**src/rtl/uart_cmd_controller_pkg.sv**
```systemverilog
// rtl/uart_cmd_controller_pkg.sv - opcode constants and one-hot state encoding for the UART command sequencer
package uart_cmd_pkg;

    localparam logic [7:0] OP_BRIGHT = 8'h4C;
    localparam logic [7:0] OP_ROW    = 8'h52;
    localparam logic [7:0] OP_SWAP   = 8'h46;

    typedef enum logic [3:0] {
        ST_IDLE       = 4'b0001,
        ST_GET_BRIGHT = 4'b0010,
        ST_GET_ROW    = 4'b0100,
        ST_GET_PIXELS = 4'b1000
    } state_t;

endpackage

```
**src/rtl/uart_cmd_controller_if.sv**
```systemverilog
// rtl/uart_cmd_controller_if.sv - receiver byte stream and frame-buffer/panel control bundle
interface uart_cmd_if #(
    parameter int ADDR_W = 13
);
    logic [7:0]        rx_data;
    logic              rx_valid;
    logic              rx_busy;
    logic              rx_enable;
    logic              ram_we;
    logic [ADDR_W-1:0] ram_addr;
    logic [7:0]        ram_data;
    logic [7:0]        brightness;
    logic              frame_select;
    logic              swap;
    logic              cmd_err;
    logic              busy;

    // master: the command controller; slave: receiver and panel side
    modport master (
        input  rx_data, rx_valid, rx_busy,
        output rx_enable, ram_we, ram_addr, ram_data, brightness,
               frame_select, swap, cmd_err, busy
    );

    modport slave (
        output rx_data, rx_valid, rx_busy,
        input  rx_enable, ram_we, ram_addr, ram_data, brightness,
               frame_select, swap, cmd_err, busy
    );
endinterface

```
**src/rtl/uart_cmd_controller_timer.sv**
```systemverilog
// rtl/uart_cmd_controller_timer.sv - inter-byte timeout counter with single-cycle expire pulse
module cmd_timeout_timer #(
    parameter int TIMEOUT_CYCLES = 4096,
    parameter int TIMEOUT_W      = 13
) (
    input  logic i_clk,
    input  logic reset,
    input  logic run,
    input  logic clear,
    output logic expire
);
    logic [TIMEOUT_W-1:0] cnt;

    // Fires on the idle cycle that would bring the count to TIMEOUT_CYCLES; a clear that cycle suppresses it
    assign expire = run && !clear && (cnt == TIMEOUT_W'(TIMEOUT_CYCLES - 1));

    always_ff @(posedge i_clk or posedge reset) begin
        if (reset) begin
            cnt <= '0;
        end else if (!run || clear || expire) begin
            cnt <= '0;
        end else begin
            cnt <= cnt + 1'b1;
        end
    end
endmodule

```
**src/rtl/uart_cmd_controller.sv**
```systemverilog
// rtl/uart_cmd_controller.sv - decodes receiver bytes into frame-buffer writes, brightness and frame swaps
module uart_cmd_controller
    import uart_cmd_pkg::*;
#(
    parameter int ROWS           = 32,
    parameter int ROW_BYTES      = 192,
    parameter int ADDR_W         = 13,
    parameter int TIMEOUT_CYCLES = 4096,
    parameter int TIMEOUT_W      = 13
) (
    input  logic       i_clk,
    input  logic       reset,
    uart_cmd_if.master bus
);
    localparam int COL_W = $clog2(ROW_BYTES);

    state_t            state_q, state_d;
    logic [COL_W-1:0]  col_q, col_d;
    logic [ADDR_W-1:0] base_q, base_d;
    logic              we_q, we_d;
    logic [ADDR_W-1:0] addr_q, addr_d;
    logic [7:0]        data_q, data_d;
    logic [7:0]        bright_q, bright_d;
    logic              fsel_q, fsel_d;
    logic              swap_q, swap_d;
    logic              err_q, err_d;
    logic              rx_en_q;
    logic              expire;

    cmd_timeout_timer #(
        .TIMEOUT_CYCLES(TIMEOUT_CYCLES),
        .TIMEOUT_W     (TIMEOUT_W)
    ) u_timer (
        .i_clk (i_clk),
        .reset (reset),
        .run   (state_q != ST_IDLE),
        .clear (bus.rx_valid || bus.rx_busy),
        .expire(expire)
    );

    always_ff @(posedge i_clk or posedge reset) begin
        if (reset) begin
            state_q  <= ST_IDLE;
            col_q    <= '0;
            base_q   <= '0;
            we_q     <= 1'b0;
            addr_q   <= '0;
            data_q   <= '0;
            bright_q <= 8'hFF;
            fsel_q   <= 1'b0;
            swap_q   <= 1'b0;
            err_q    <= 1'b0;
            rx_en_q  <= 1'b0;
        end else begin
            state_q  <= state_d;
            col_q    <= col_d;
            base_q   <= base_d;
            we_q     <= we_d;
            addr_q   <= addr_d;
            data_q   <= data_d;
            bright_q <= bright_d;
            fsel_q   <= fsel_d;
            swap_q   <= swap_d;
            err_q    <= err_d;
            rx_en_q  <= 1'b1;
        end
    end

    always_comb begin
        state_d  = state_q;
        col_d    = col_q;
        base_d   = base_q;
        we_d     = 1'b0;
        addr_d   = addr_q;
        data_d   = data_q;
        bright_d = bright_q;
        fsel_d   = fsel_q;
        swap_d   = 1'b0;
        err_d    = 1'b0;
        if (expire) begin
            state_d = ST_IDLE;
            err_d   = 1'b1;
        end else if (bus.rx_valid) begin
            unique case (state_q)
                ST_IDLE: begin
                    if (bus.rx_data == OP_BRIGHT) begin
                        state_d = ST_GET_BRIGHT;
                    end else if (bus.rx_data == OP_ROW) begin
                        state_d = ST_GET_ROW;
                    end else if (bus.rx_data == OP_SWAP) begin
                        fsel_d = !fsel_q;
                        swap_d = 1'b1;
                    end else begin
                        err_d = 1'b1;
                    end
                end
                ST_GET_BRIGHT: begin
                    bright_d = bus.rx_data;
                    state_d  = ST_IDLE;
                end
                ST_GET_ROW: begin
                    if (32'(bus.rx_data) < ROWS) begin
                        base_d  = ADDR_W'(bus.rx_data) * ADDR_W'(ROW_BYTES);
                        col_d   = '0;
                        state_d = ST_GET_PIXELS;
                    end else begin
                        err_d   = 1'b1;
                        state_d = ST_IDLE;
                    end
                end
                ST_GET_PIXELS: begin
                    we_d   = 1'b1;
                    addr_d = base_q + ADDR_W'(col_q);
                    data_d = bus.rx_data;
                    col_d  = col_q + 1'b1;
                    if (col_q == COL_W'(ROW_BYTES - 1)) begin
                        state_d = ST_IDLE;
                    end
                end
                default: state_d = ST_IDLE;
            endcase
        end
    end

    assign bus.rx_enable    = rx_en_q;
    assign bus.ram_we       = we_q;
    assign bus.ram_addr     = addr_q;
    assign bus.ram_data     = data_q;
    assign bus.brightness   = bright_q;
    assign bus.frame_select = fsel_q;
    assign bus.swap         = swap_q;
    assign bus.cmd_err      = err_q;
    assign bus.busy         = (state_q != ST_IDLE);
endmodule

```
**src/flat_wrapper.sv**
```systemverilog
// flat-port wrapper written by rule: the top's interface ports become plain ports
module uart_cmd_controller_flat import uart_cmd_pkg::*;
#(
    parameter int ROWS           = 32,
    parameter int ROW_BYTES      = 192,
    parameter int ADDR_W         = 13,
    parameter int TIMEOUT_CYCLES = 4096,
    parameter int TIMEOUT_W      = 13
)
  (i_clk, reset, bus_rx_data, bus_rx_valid, bus_rx_busy, bus_rx_enable, bus_ram_we, bus_ram_addr, bus_ram_data, bus_brightness, bus_frame_select, bus_swap, bus_cmd_err, bus_busy);
  uart_cmd_if #(.ADDR_W(ADDR_W)) bus_i ();
  input  logic i_clk;
  input  logic reset;
  input wire logic [$bits(bus_i.rx_data)-1:0] bus_rx_data;
  input wire logic [$bits(bus_i.rx_valid)-1:0] bus_rx_valid;
  input wire logic [$bits(bus_i.rx_busy)-1:0] bus_rx_busy;
  output wire logic [$bits(bus_i.rx_enable)-1:0] bus_rx_enable;
  output wire logic [$bits(bus_i.ram_we)-1:0] bus_ram_we;
  output wire logic [$bits(bus_i.ram_addr)-1:0] bus_ram_addr;
  output wire logic [$bits(bus_i.ram_data)-1:0] bus_ram_data;
  output wire logic [$bits(bus_i.brightness)-1:0] bus_brightness;
  output wire logic [$bits(bus_i.frame_select)-1:0] bus_frame_select;
  output wire logic [$bits(bus_i.swap)-1:0] bus_swap;
  output wire logic [$bits(bus_i.cmd_err)-1:0] bus_cmd_err;
  output wire logic [$bits(bus_i.busy)-1:0] bus_busy;
  assign bus_i.rx_data = bus_rx_data;
  assign bus_i.rx_valid = bus_rx_valid;
  assign bus_i.rx_busy = bus_rx_busy;
  assign bus_rx_enable = bus_i.rx_enable;
  assign bus_ram_we = bus_i.ram_we;
  assign bus_ram_addr = bus_i.ram_addr;
  assign bus_ram_data = bus_i.ram_data;
  assign bus_brightness = bus_i.brightness;
  assign bus_frame_select = bus_i.frame_select;
  assign bus_swap = bus_i.swap;
  assign bus_cmd_err = bus_i.cmd_err;
  assign bus_busy = bus_i.busy;
  uart_cmd_controller #(.ROWS(ROWS), .ROW_BYTES(ROW_BYTES), .ADDR_W(ADDR_W), .TIMEOUT_CYCLES(TIMEOUT_CYCLES), .TIMEOUT_W(TIMEOUT_W)) u_core (.i_clk(i_clk), .reset(reset), .bus(bus_i));
endmodule
```
**config.mk**
```make
export PLATFORM = sky130hd
export DESIGN_NAME = uart_cmd_controller_flat
export DESIGN_NICKNAME = d
export VERILOG_FILES = /design/src/rtl/uart_cmd_controller_pkg.sv /design/src/rtl/uart_cmd_controller_if.sv /design/src/rtl/uart_cmd_controller_timer.sv /design/src/rtl/uart_cmd_controller.sv /design/src/flat_wrapper.sv
export SDC_FILE = /design/constraint.sdc
export NUM_CORES = 1
export LEC_CHECK = 0
export ABC_AREA = 1
export CELL_PAD_IN_SITES_DETAIL_PLACEMENT = 1
export CELL_PAD_IN_SITES_GLOBAL_PLACEMENT = 1
export CORE_MARGIN = 5
export CORE_UTILIZATION = 37
export DETAILED_ROUTE_END_ITERATION = 7
export GPL_TIMING_DRIVEN = 1
export HOLD_SLACK_MARGIN = 0.15
export PLACE_DENSITY_LB_ADDON = 0.1
export REMOVE_ABC_BUFFERS = 1
export SLEW_MARGIN = 20
export SYNTH_ARGS = -nofsm -noshare
export SYNTH_HDL_FRONTEND = slang
export SYNTH_SLANG_ARGS = --single-unit
```
**constraint.sdc**
```tcl
create_clock -name i_clk -period 1.95 [get_ports i_clk]
set_clock_uncertainty 0.05 [all_clocks]
set_input_delay 0.39 -clock i_clk [delete_from_list [all_inputs] [get_ports i_clk]]
set_output_delay 0.39 -clock i_clk [all_outputs]
set_load 0.03 [all_outputs]
```
==> results of run 1 <==
-- cell usage in the layout (no fill, tap or decap), types with 12 or more instances in the layout --
master           netlist  final
dfrtp_1               57     57
clkdlybuf4s50_1        0     37
nand2_1              134    134
nor2_1                27     27
ha_1                  15     15
inv_1                 40     39
nand3_1               28     28
buf_4                  1     38
clkbuf_8               0     12
-- through the flow --
stage | instance area, sq um | hold WS, ns
after floorplan | 3430 | 0.381
after global placement | 4350 | 0.398
after detailed placement | 4350 | 0.404
after CTS | 4530 | 0.324
after global routing | 4520 | 0.359
final | 4520 | 0.341
-- kinds of logic after synthesis --
| kind of cell | Yosys count |
|---|---|
| AO/OA/AOI/OAI | 41 |
| AND/OR/NAND/NOR | 223 |
| flip-flops | 66 |
| adder cells (fa/ha/maj) | 17 |
| buffers and inverters | 51 |
| XOR/XNOR | 12 |
| other | 1 |
-- Yosys cell counts (5+ instances only) --
| cell type | count | share of area (%) |
|---|---|---|
| nor2_2 | 7 | 1.3 |
| o21ai_0 | 11 | 1.6 |
| nor2_1 | 27 | 2.9 |
| dfrtp_1 | 57 | 41 |
| nor3_1 | 5 | 0.72 |
| xor2_1 | 10 | 2.5 |
| ha_1 | 15 | 5.4 |
| nor2_4 | 6 | 1.9 |
| a21oi_1 | 7 | 1.0 |
| dfstp_2 | 9 | 6.8 |
| o21ai_2 | 7 | 1.8 |
| o21ai_1 | 11 | 1.6 |
| nand2_1 | 134 | 14 |
| inv_1 | 40 | 4.3 |
| nand3_1 | 28 | 4.0 |
-- registers in the layout, indices dropped and copies added (netlist names), 4 cells and up --
| register | cells |
|---|---|
| u_core.u_timer.cnt | 13 |
| u_core.bus.brightness | 8 |
| u_core.state_q | 4 |
| u_core.bus.ram_addr | 13 |
| u_core.base_q | 7 |
| u_core.col_q | 8 |
| u_core.bus.ram_data | 8 |
-- what timing repair did --
action	in CTS	in global routing
setup endpoints to repair	9	1
endpoints found under the hold margin	0	0
pin swaps	0	0
resized for setup	11	2
-- layout make-up --
cell class                      instances  area, sq um
Clock buffer                           14          173
Inverter                               45          170
Fill cell                            1126         4670
Tap cell                              111          139
Multi-Input combinational cell        294         1590
Timing Repair Buffer                   86          771
Sequential cell                        66         1660
Clock inverter                          2         12.5
-- metal layers --
metal / track usage (%) / vias up / routed length [um]
met4: 4.57 / 0 / 106
met3: 4.46 / 8 / 374
met1: 20.8 / 1434 / 3940
li1: - / 1483 / -
met5: 0 / - / 0
met2: 29.6 / 48 / 4390
-- power breakdown --
part,total [mW],leakage [nW],internal (mW),switching [mW]
clock,1.08,0.0927,0.566,0.517
combinational,1.55,1.29,0.637,0.913
sequential,1.78,0.864,1.62,0.161
-- how the worst min path moves through the flow --
| stage | from | endpoint | slack (ns) |
|---|---|---|---|
| floorplan | u_core.u_timer.cnt[0]$_DFF_PP0_ | u_core.u_timer.cnt[0]$_DFF_PP0_ | 0.38 |
| finish | reset | u_core.bus.ram_addr[11]$_DFFE_PP0P_ | 0.34 |
| global route | reset | u_core.bus.ram_addr[11]$_DFFE_PP0P_ | 0.36 |
| detailed placement | u_core.u_timer.cnt[0]$_DFF_PP0_ | u_core.u_timer.cnt[0]$_DFF_PP0_ | 0.40 |
| global placement | u_core.u_timer.cnt[0]$_DFF_PP0_ | u_core.u_timer.cnt[0]$_DFF_PP0_ | 0.40 |
| CTS | reset | u_core.bus.ram_addr[11]$_DFFE_PP0P_ | 0.32 |
==> flow_summary.json, run 1 <==
{
  "syn2layout_area_growth_pct": 29.8,
  "path_depth": 1,
  "synth_compound_area_share_pct": 6.97,
  "path_cells": "clkdlybuf4s50_1",
  "setup_viol": 0,
  "netlist_area_sq_um": 3480,
  "htree_levels": 3,
  "critPathCaptureType": "primary output",
  "syn_inst": 411,
  "die_h_um": 107,
  "synth_top_family_by_area": "simple AND/OR/NAND/NOR gates",
  "grt_usage_pct": 17.0,
  "drv_cap": 0,
  "start_util_pct": 37.9,
  "crit_end": "bus_ram_data[6]",
  "root_buffer": "clkbuf_8",
  "totalWireLength_mm": 8.81,
  "utilization_pct": 49.2,
  "diodes": 0,
  "yosys.cell_types.count": 35,
  "yosysWarningCount": 0,
  "grt_setup_unrepaired": "no",
  "overflow": 0,
  "gp_congestion": 0.811,
  "fmax_ghz": 0.545,
  "drt_pass1_iterations": 4,
  "period_needed_ns": 1.83,
  "synth_edf_count": 0,
  "placed_cells": 602,
  "ant_nets": 0,
  "postSynth.asyncResetShare_pct": 100,
  "worstRegToRegCells": 9,
  "core_area_sq_um": 9200,
  "synthFlopType": "dfrtp_1",
  "worstPathArrival_ns": 1.39,
  "p_per_area_nw_per_um2": 975,
  "hold_viol": 0,
  "die_area_sq_um": 11500,
  "setup.worst_path.class": "reg -> out",
  "cts_tree": "done",
  "cts_sinks": 66,
  "worstSetupStartpointType": "flop",
  "boundaryPins": 47,
  "period_share_pct": 94.1,
  "row_count": 35,
  "drt_iter0_drc": 48,
  "synth-xor-area-share_pct": 3.02,
  "reg2reg_slack_ns": 0.18,
  "cts_post_setup_buffers_inserted": 0,
  "synth_seq_area_share_pct": 47.7,
  "synth-simple-area-share_pct": 29.1,
  "ys_seq_elements": 66,
  "critPathMaxFanout": 2,
  "hp-class": "in -> async",
  "synthAdderAreaFrac_pct": 6.54,
  "cts.clk_slew.worst_paths_ns": 0.07,
  "clockBufferDepth": 2,
  "hpwl_mm": 6.96,
  "grt_pass1_wl_mm": 15.7,
  "worst_r2r_endpoint": "u_core.bus.ram_addr[12]$_DFFE_PP0P_",
  "finalWorstSetupSlack_ns": 0.115,
  "critPathBufInv": 1,
  "cpPeakStageDelay_ns": 0.69,
  "synthMuxAreaShare_pct": 0,
  "clkLatencyLatePin_ns": 0.34,
  "syn_area_per_cell_sq_um": 8.48,
  "grt_pass1_vias": 3287,
  "wl_per_cell_um": 14.3,
  "nets": 531,
  "layout-drive-gt1-share_pct": 19.7,
  "vdd.ir_drop.worst_mv": 0.494,
  "maxSlewViolCount": 0,
  "die_w_um": 107,
  "instances_no_fill": 618,
  "cp_slowest_cell": "clkdlybuf4s50_1",
  "place_ws_ns": -0.180,
  "finalPower_mw": 4.41,
  "leakage_nw": 2.24,
  "antenna_found_initial": 0,
  "ctsHoldBuffers": 0,
  "num_vias": 2973,
  "drc": 0,
  "r2r_start": "u_core.base_q[6]$_DFFE_PP0P_",
  "critical_path.top_delay_family": "buffers and inverters",
  "vias_per_cell": 4.81,
  "status": "complete, no violations",
  "crit_start": "u_core.bus.ram_data[6]$_DFFE_PP0P_",
  "cp.required_ns": 1.51,
  "final.setup.tns_ns": 0,
  "cts_buffers": 9,
  "grt_max_degree": 29,
  "io_buffers": 46
}
No activity file was read; power rests on OpenSTA's default activity.
==> inputs of run 2 (changes only) <==
- CORE_ASPECT_RATIO: default -> 0.75
==> flow_summary.json, run 2 (synthesis results as in run 1) <==
{
  "nets": 522,
  "finalWorstSetupSlack_ns": 0.135,
  "num_vias": 2965,
  "syn2layout_area_growth_pct": 31.5,
  "maxSlewViolCount": 0,
  "die_area_sq_um": 11500,
  "die_h_um": 94.0,
  "gp_congestion": 0.829,
  "utilization_pct": 50.2,
  "hold_viol": 0,
  "leakage_nw": 2.26,
  "cp_slowest_cell": "clkdlybuf4s50_1",
  "finalInstanceArea_sq_um": 4580,
  "clkLatencyLatePin_ns": 0.34,
  "row_count": 30,
  "combPwrFrac_pct": 30.9,
  "drc": 0,
  "htree_levels": 3,
  "internal-power_mw": 3.19,
  "die_w_um": 122,
  "drv_cap": 0,
  "setup.worst_path.class": "reg -> out",
  "instances_no_fill": 626,
  "grt_setup_unrepaired": "no",
  "final_common_cell": "nand2_1",
  "grt_use_met1_pct": 19.8,
  "clockBufferDepth": 2,
  "final.setup.tns_ns": 0,
  "cpPeakStageDelay_ns": 0.68,
  "cts_post_setup_buffers_inserted": 0,
  "ant_nets": 0,
  "worstPathArrival_ns": 1.38,
  "hp-class": "in -> async",
  "critical_path.top_delay_family": "buffers and inverters",
  "netSwitchingPower_mw": 1.64,
  "cts_buffers": 9,
  "p_seq_share_pct": 37.3,
  "wl_per_cell_um": 13.9,
  "grt_usage_pct": 16.5,
  "p_per_area_nw_per_um2": 1050,
  "io_buffers": 46,
  "grt_max_degree": 67,
  "cts_sinks": 66,
  "cts_tree": "done",
  "grt_pass1_vias": 3169,
  "worstSetupStartpointType": "flop",
  "boundaryPins": 47,
  "diodes": 0,
  "top_usage_layer": "met2",
  "cp.required_ns": 1.51,
  "cts.clk_slew.worst_paths_ns": 0.05,
  "vias_per_cell": 4.74,
  "period_share_pct": 93.1,
  "vdd.ir_drop.worst_mv": 0.467,
  "placed_cells": 610,
  "core_area_sq_um": 9120,
  "clkPwrFrac_pct": 31.8,
  "drt_iter0_drc": 172,
  "path_cells": "clkdlybuf4s50_1",
  "grt_pass1_wl_mm": 14.9,
  "start_util_pct": 38.2,
  "place_ws_ns": -0.162,
  "antenna_found_initial": 0,
  "overflow": 0,
  "use_met2_pct": 28.6,
  "root_buffer": "clkbuf_16",
  "critPathCaptureType": "primary output",
  "fmax_ghz": 0.551,
  "setup_viol": 0,
  "holdWs_ns": 0.377,
  "p_sw_share_pct": 33.9,
  "totalWireLength_mm": 8.69,
  "nFillCells": 1109,
  "critPathMaxFanout": 2,
  "final_cell_mix": "134 x nand2_1, 57 x dfrtp_1, 39 x inv_1",
  "placed_cell_area_sq_um": 4310,
  "period_needed_ns": 1.82,
  "critPathBufInv": 1,
  "hpwl_mm": 6.52,
  "status": "complete, no violations",
  "ctsHoldBuffers": 0,
  "drt_pass1_iterations": 4,
  "finalPower_mw": 4.82,
  "layout-drive-gt1-share_pct": 18.5,
  "grtUsageMet3_pct": 5.06
}
-- run 2: changes by cell type in the layout (fill, tap and decap cells not counted), sizes merged --
cell | previous run | this run
clkinv | 2 | 3
clkinvlp | 1 | 0
buf | 41 | 32
-- run 2: worst paths after layout --
kind / startpoint / end / slack, ns / cells past startpoint
max in group asynchronous: reset / u_core.state_q[0]$_DFFE_PP1P_ / 1.11 / 3
hold / removal: reset / u_core.bus.ram_data[3]$_DFFE_PP0P_ / 0.38 / 3
setup / recovery: u_core.bus.frame_select$_DFFE_PP0P_ / bus_frame_select / 0.13 / 1
setup reg to reg: u_core.col_q[6]$_DFFE_PP0P_ / u_core.bus.ram_addr[12]$_DFFE_PP0P_ / 0.15 / 9
hold reg to reg: u_core.u_timer.cnt[0]$_DFF_PP0_ / u_core.u_timer.cnt[0]$_DFF_PP0_ / 0.41 / 1
min in group i_clk: u_core.u_timer.cnt[0]$_DFF_PP0_ / u_core.u_timer.cnt[0]$_DFF_PP0_ / 0.41 / 1
-- run 2: cell type report --
class	count	area, sq um	share of cell area, %
clock buffer	14	274	5.98
clock inverter	2	10.0	0.219
inverter	45	170	3.72
multi-input combinational	294	1600	34.9
sequential	66	1660	36.3
tap	128	160	3.50
timing repair buffer	77	703	15.4
-- run 2: power by group through the flow --
stage	Combinational, mW	Clock, mW	Sequential [mW]
2_1_floorplan	0.649	0	2.07
3_3_place_gp	1.49	0	1.81
3_5_place_dp	1.53	0	1.82
4_1_cts	1.53	1.58	1.80
5_1_grt	1.63	1.63	1.84
6_report	1.49	1.53	1.80
-- run 2: metal layers --
layer	wire (um)	part of all wire (%)
met3	348	4.0
met4	87	1.0
met2	4400	51
met5	0	0
met1	3850	44
-- run 2: repair_timing --
action | CTS | global route
resized for setup | 11 | 3
endpoints found under the setup margin | 9 | 2
gates cloned | 0 | 0
endpoints found under the hold margin | 0 | 0
-- run 2: worst min-delay path: stages --
cell             delay, ns
clkdlybuf4s50_1       0.41
inv_2                 0.07
buf_12                0.29
==> inputs of run 3 (changes only) <==
- CORE_UTILIZATION: 37 -> 39
- CTS_BUF_LIST: default -> sky130_fd_sc_hd__clkbuf_2 sky130_fd_sc_hd__clkbuf_4 sky130_fd_sc_hd__clkbuf_8
==> flow_summary.json, run 3 (synthesis results as in run 1) <==
{
  "fmax_ghz": 0.540,
  "root_buffer": "clkbuf_8",
  "worstSetupStartpointType": "flop",
  "placed_cells": 593,
  "die_w_um": 119,
  "io_buffers": 46,
  "layout-drive-gt1-share_pct": 19.6,
  "period_needed_ns": 1.85,
  "drc": 0,
  "nFillCells": 1053,
  "drv_cap": 0,
  "setup.worst_path.class": "reg -> out",
  "crit_end": "bus_busy",
  "finalPower_mw": 4.63,
  "worst_r2r_endpoint": "u_core.bus.ram_addr[12]$_DFFE_PP0P_",
  "grt_max_degree": 67,
  "grt_setup_unrepaired": "no",
  "setup_viol": 0,
  "drt_iter0_drc": 104,
  "finalInstanceArea_sq_um": 4510,
  "path_depth": 4,
  "gp_congestion": 0.772,
  "place_ws_ns": -0.195,
  "critPathMaxFanout": 4,
  "maxSlewViolCount": 0,
  "boundaryPins": 47,
  "grt_pass1_vias": 3158,
  "path_cells": "nand2_1, nor2_4, inv_1, buf_2",
  "period_share_pct": 94.9,
  "leakage_nw": 2.23,
  "critPathBufInv": 2,
  "antenna_found_initial": 0,
  "hold_viol": 0,
  "final_cell_mix": "134 x nand2_1, 56 x dfrtp_1, 39 x inv_1",
  "grt_usage_pct": 17.2,
  "vias_per_cell": 4.80,
  "p_per_area_nw_per_um2": 1030,
  "ant_nets": 0,
  "utilization_pct": 52.4,
  "wl_per_cell_um": 14.2,
  "cts_post_setup_buffers_inserted": 0,
  "hp-class": "in -> async",
  "cts_sinks": 66,
  "num_vias": 2924,
  "start_util_pct": 40.5,
  "hpwl_mm": 6.50,
  "vdd.ir_drop.worst_mv": 0.464,
  "syn2layout_area_growth_pct": 29.5,
  "finalWorstSetupSlack_ns": 0.0998,
  "row_count": 29,
  "cts_tree": "done",
  "clkLatencyLatePin_ns": 0.35,
  "cts.clk_slew.worst_paths_ns": 0.07,
  "crit_start": "u_core.state_q[0]$_DFFE_PP1P_",
  "critPathCaptureType": "primary output",
  "critical_path.top_delay_family": "flip-flops",
  "diodes": 0,
  "grt_pass1_wl_mm": 15.2,
  "worstRegToRegCells": 9,
  "nets": 525,
  "placed_cell_area_sq_um": 4290,
  "clockBufferDepth": 2,
  "cp_slowest_cell": "dfstp_2",
  "r2r_start": "u_core.col_q[6]$_DFFE_PP0P_",
  "die_h_um": 91.8,
  "core_area_sq_um": 8600,
  "final_common_cell": "nand2_1",
  "totalWireLength_mm": 8.67,
  "status": "complete, no violations",
  "die_area_sq_um": 10900,
  "reg2reg_slack_ns": 0.17,
  "holdWs_ns": 0.370,
  "instances_no_fill": 609,
  "drt_pass1_iterations": 4,
  "htree_levels": 3,
  "overflow": 0,
  "cts_buffers": 9,
  "cpPeakStageDelay_ns": 0.57,
  "cp.required_ns": 1.51,
  "final.setup.tns_ns": 0,
  "worstPathArrival_ns": 1.41
}
-- run 3: cell count changes in the layout (fill, tap and decap cells not counted) --
cell	before	now
clkbuf_16	9	0
clkbuf_8	3	10
buf_4	29	33
bufinv_16	0	2
clkbuf_1	2	0
clkbuf_4	0	2
clkinv_2	3	1
clkinvlp_4	0	2
buf_12	2	1
dfrtp_1	57	56
dfrtp_2	0	1
-- run 3: layer usage --
metal / up-vias / share of wire, % / global-route usage [%] / wire length (um)
met5: - / 0 / 0 / 0
met4: 0 / 1.5 / 5.50 / 132
met3: 12 / 4.1 / 5.04 / 359
met2: 40 / 48 / 28.0 / 4150
met1: 1407 / 46 / 22.1 / 4020
li1: 1465 / - / - / -
-- run 3: what timing repair did --
| action | 4_1_cts | 5_1_grt |
|---|---|---|
| resized for setup | 11 | 4 |
| hold buffers | 0 | 0 |
| endpoints found under the setup margin | 9 | 2 |
-- run 3: report_power, final --
| part | internal [mW] | leakage, nW | switching [mW] |
|---|---|---|---|
| registers | 1.62 | 0.862 | 0.171 |
| clock network | 0.784 | 0.110 | 0.556 |
| logic | 0.604 | 1.26 | 0.899 |
-- run 3: cell type report --
cell class | count | area, sq um | share of cell area (%)
tap | 108 | 135 | 3.00
sequential | 66 | 1660 | 36.9
timing repair buffer | 80 | 713 | 15.8
multi-input combinational | 294 | 1600 | 35.5
clock buffer | 12 | 153 | 3.39
inverter | 45 | 170 | 3.77
clock inverter | 4 | 75.1 | 1.66
-- run 3: how the worst min path moves through the flow --
stage | slack, ns | to | cells past startpoint | from
5_1_grt | 0.41 | u_core.bus.ram_data[7]$_DFFE_PP0P_ | 3 | reset
4_1_cts | 0.38 | u_core.bus.ram_addr[9]$_DFFE_PP0P_ | 3 | reset
3_3_place_gp | 0.40 | u_core.u_timer.cnt[0]$_DFF_PP0_ | 1 | u_core.u_timer.cnt[0]$_DFF_PP0_
2_1_floorplan | 0.38 | u_core.u_timer.cnt[0]$_DFF_PP0_ | 1 | u_core.u_timer.cnt[0]$_DFF_PP0_
6_report | 0.37 | u_core.bus.ram_data[5]$_DFFE_PP0P_ | 3 | reset
3_5_place_dp | 0.42 | u_core.bus.frame_select$_DFFE_PP0P_ | 1 | u_core.bus.frame_select$_DFFE_PP0P_
-- run 3: tightest hold or removal path, stage by stage --
cell	delay, ns
clkdlybuf4s50_1	0.41
inv_2	0.07
buf_12	0.31
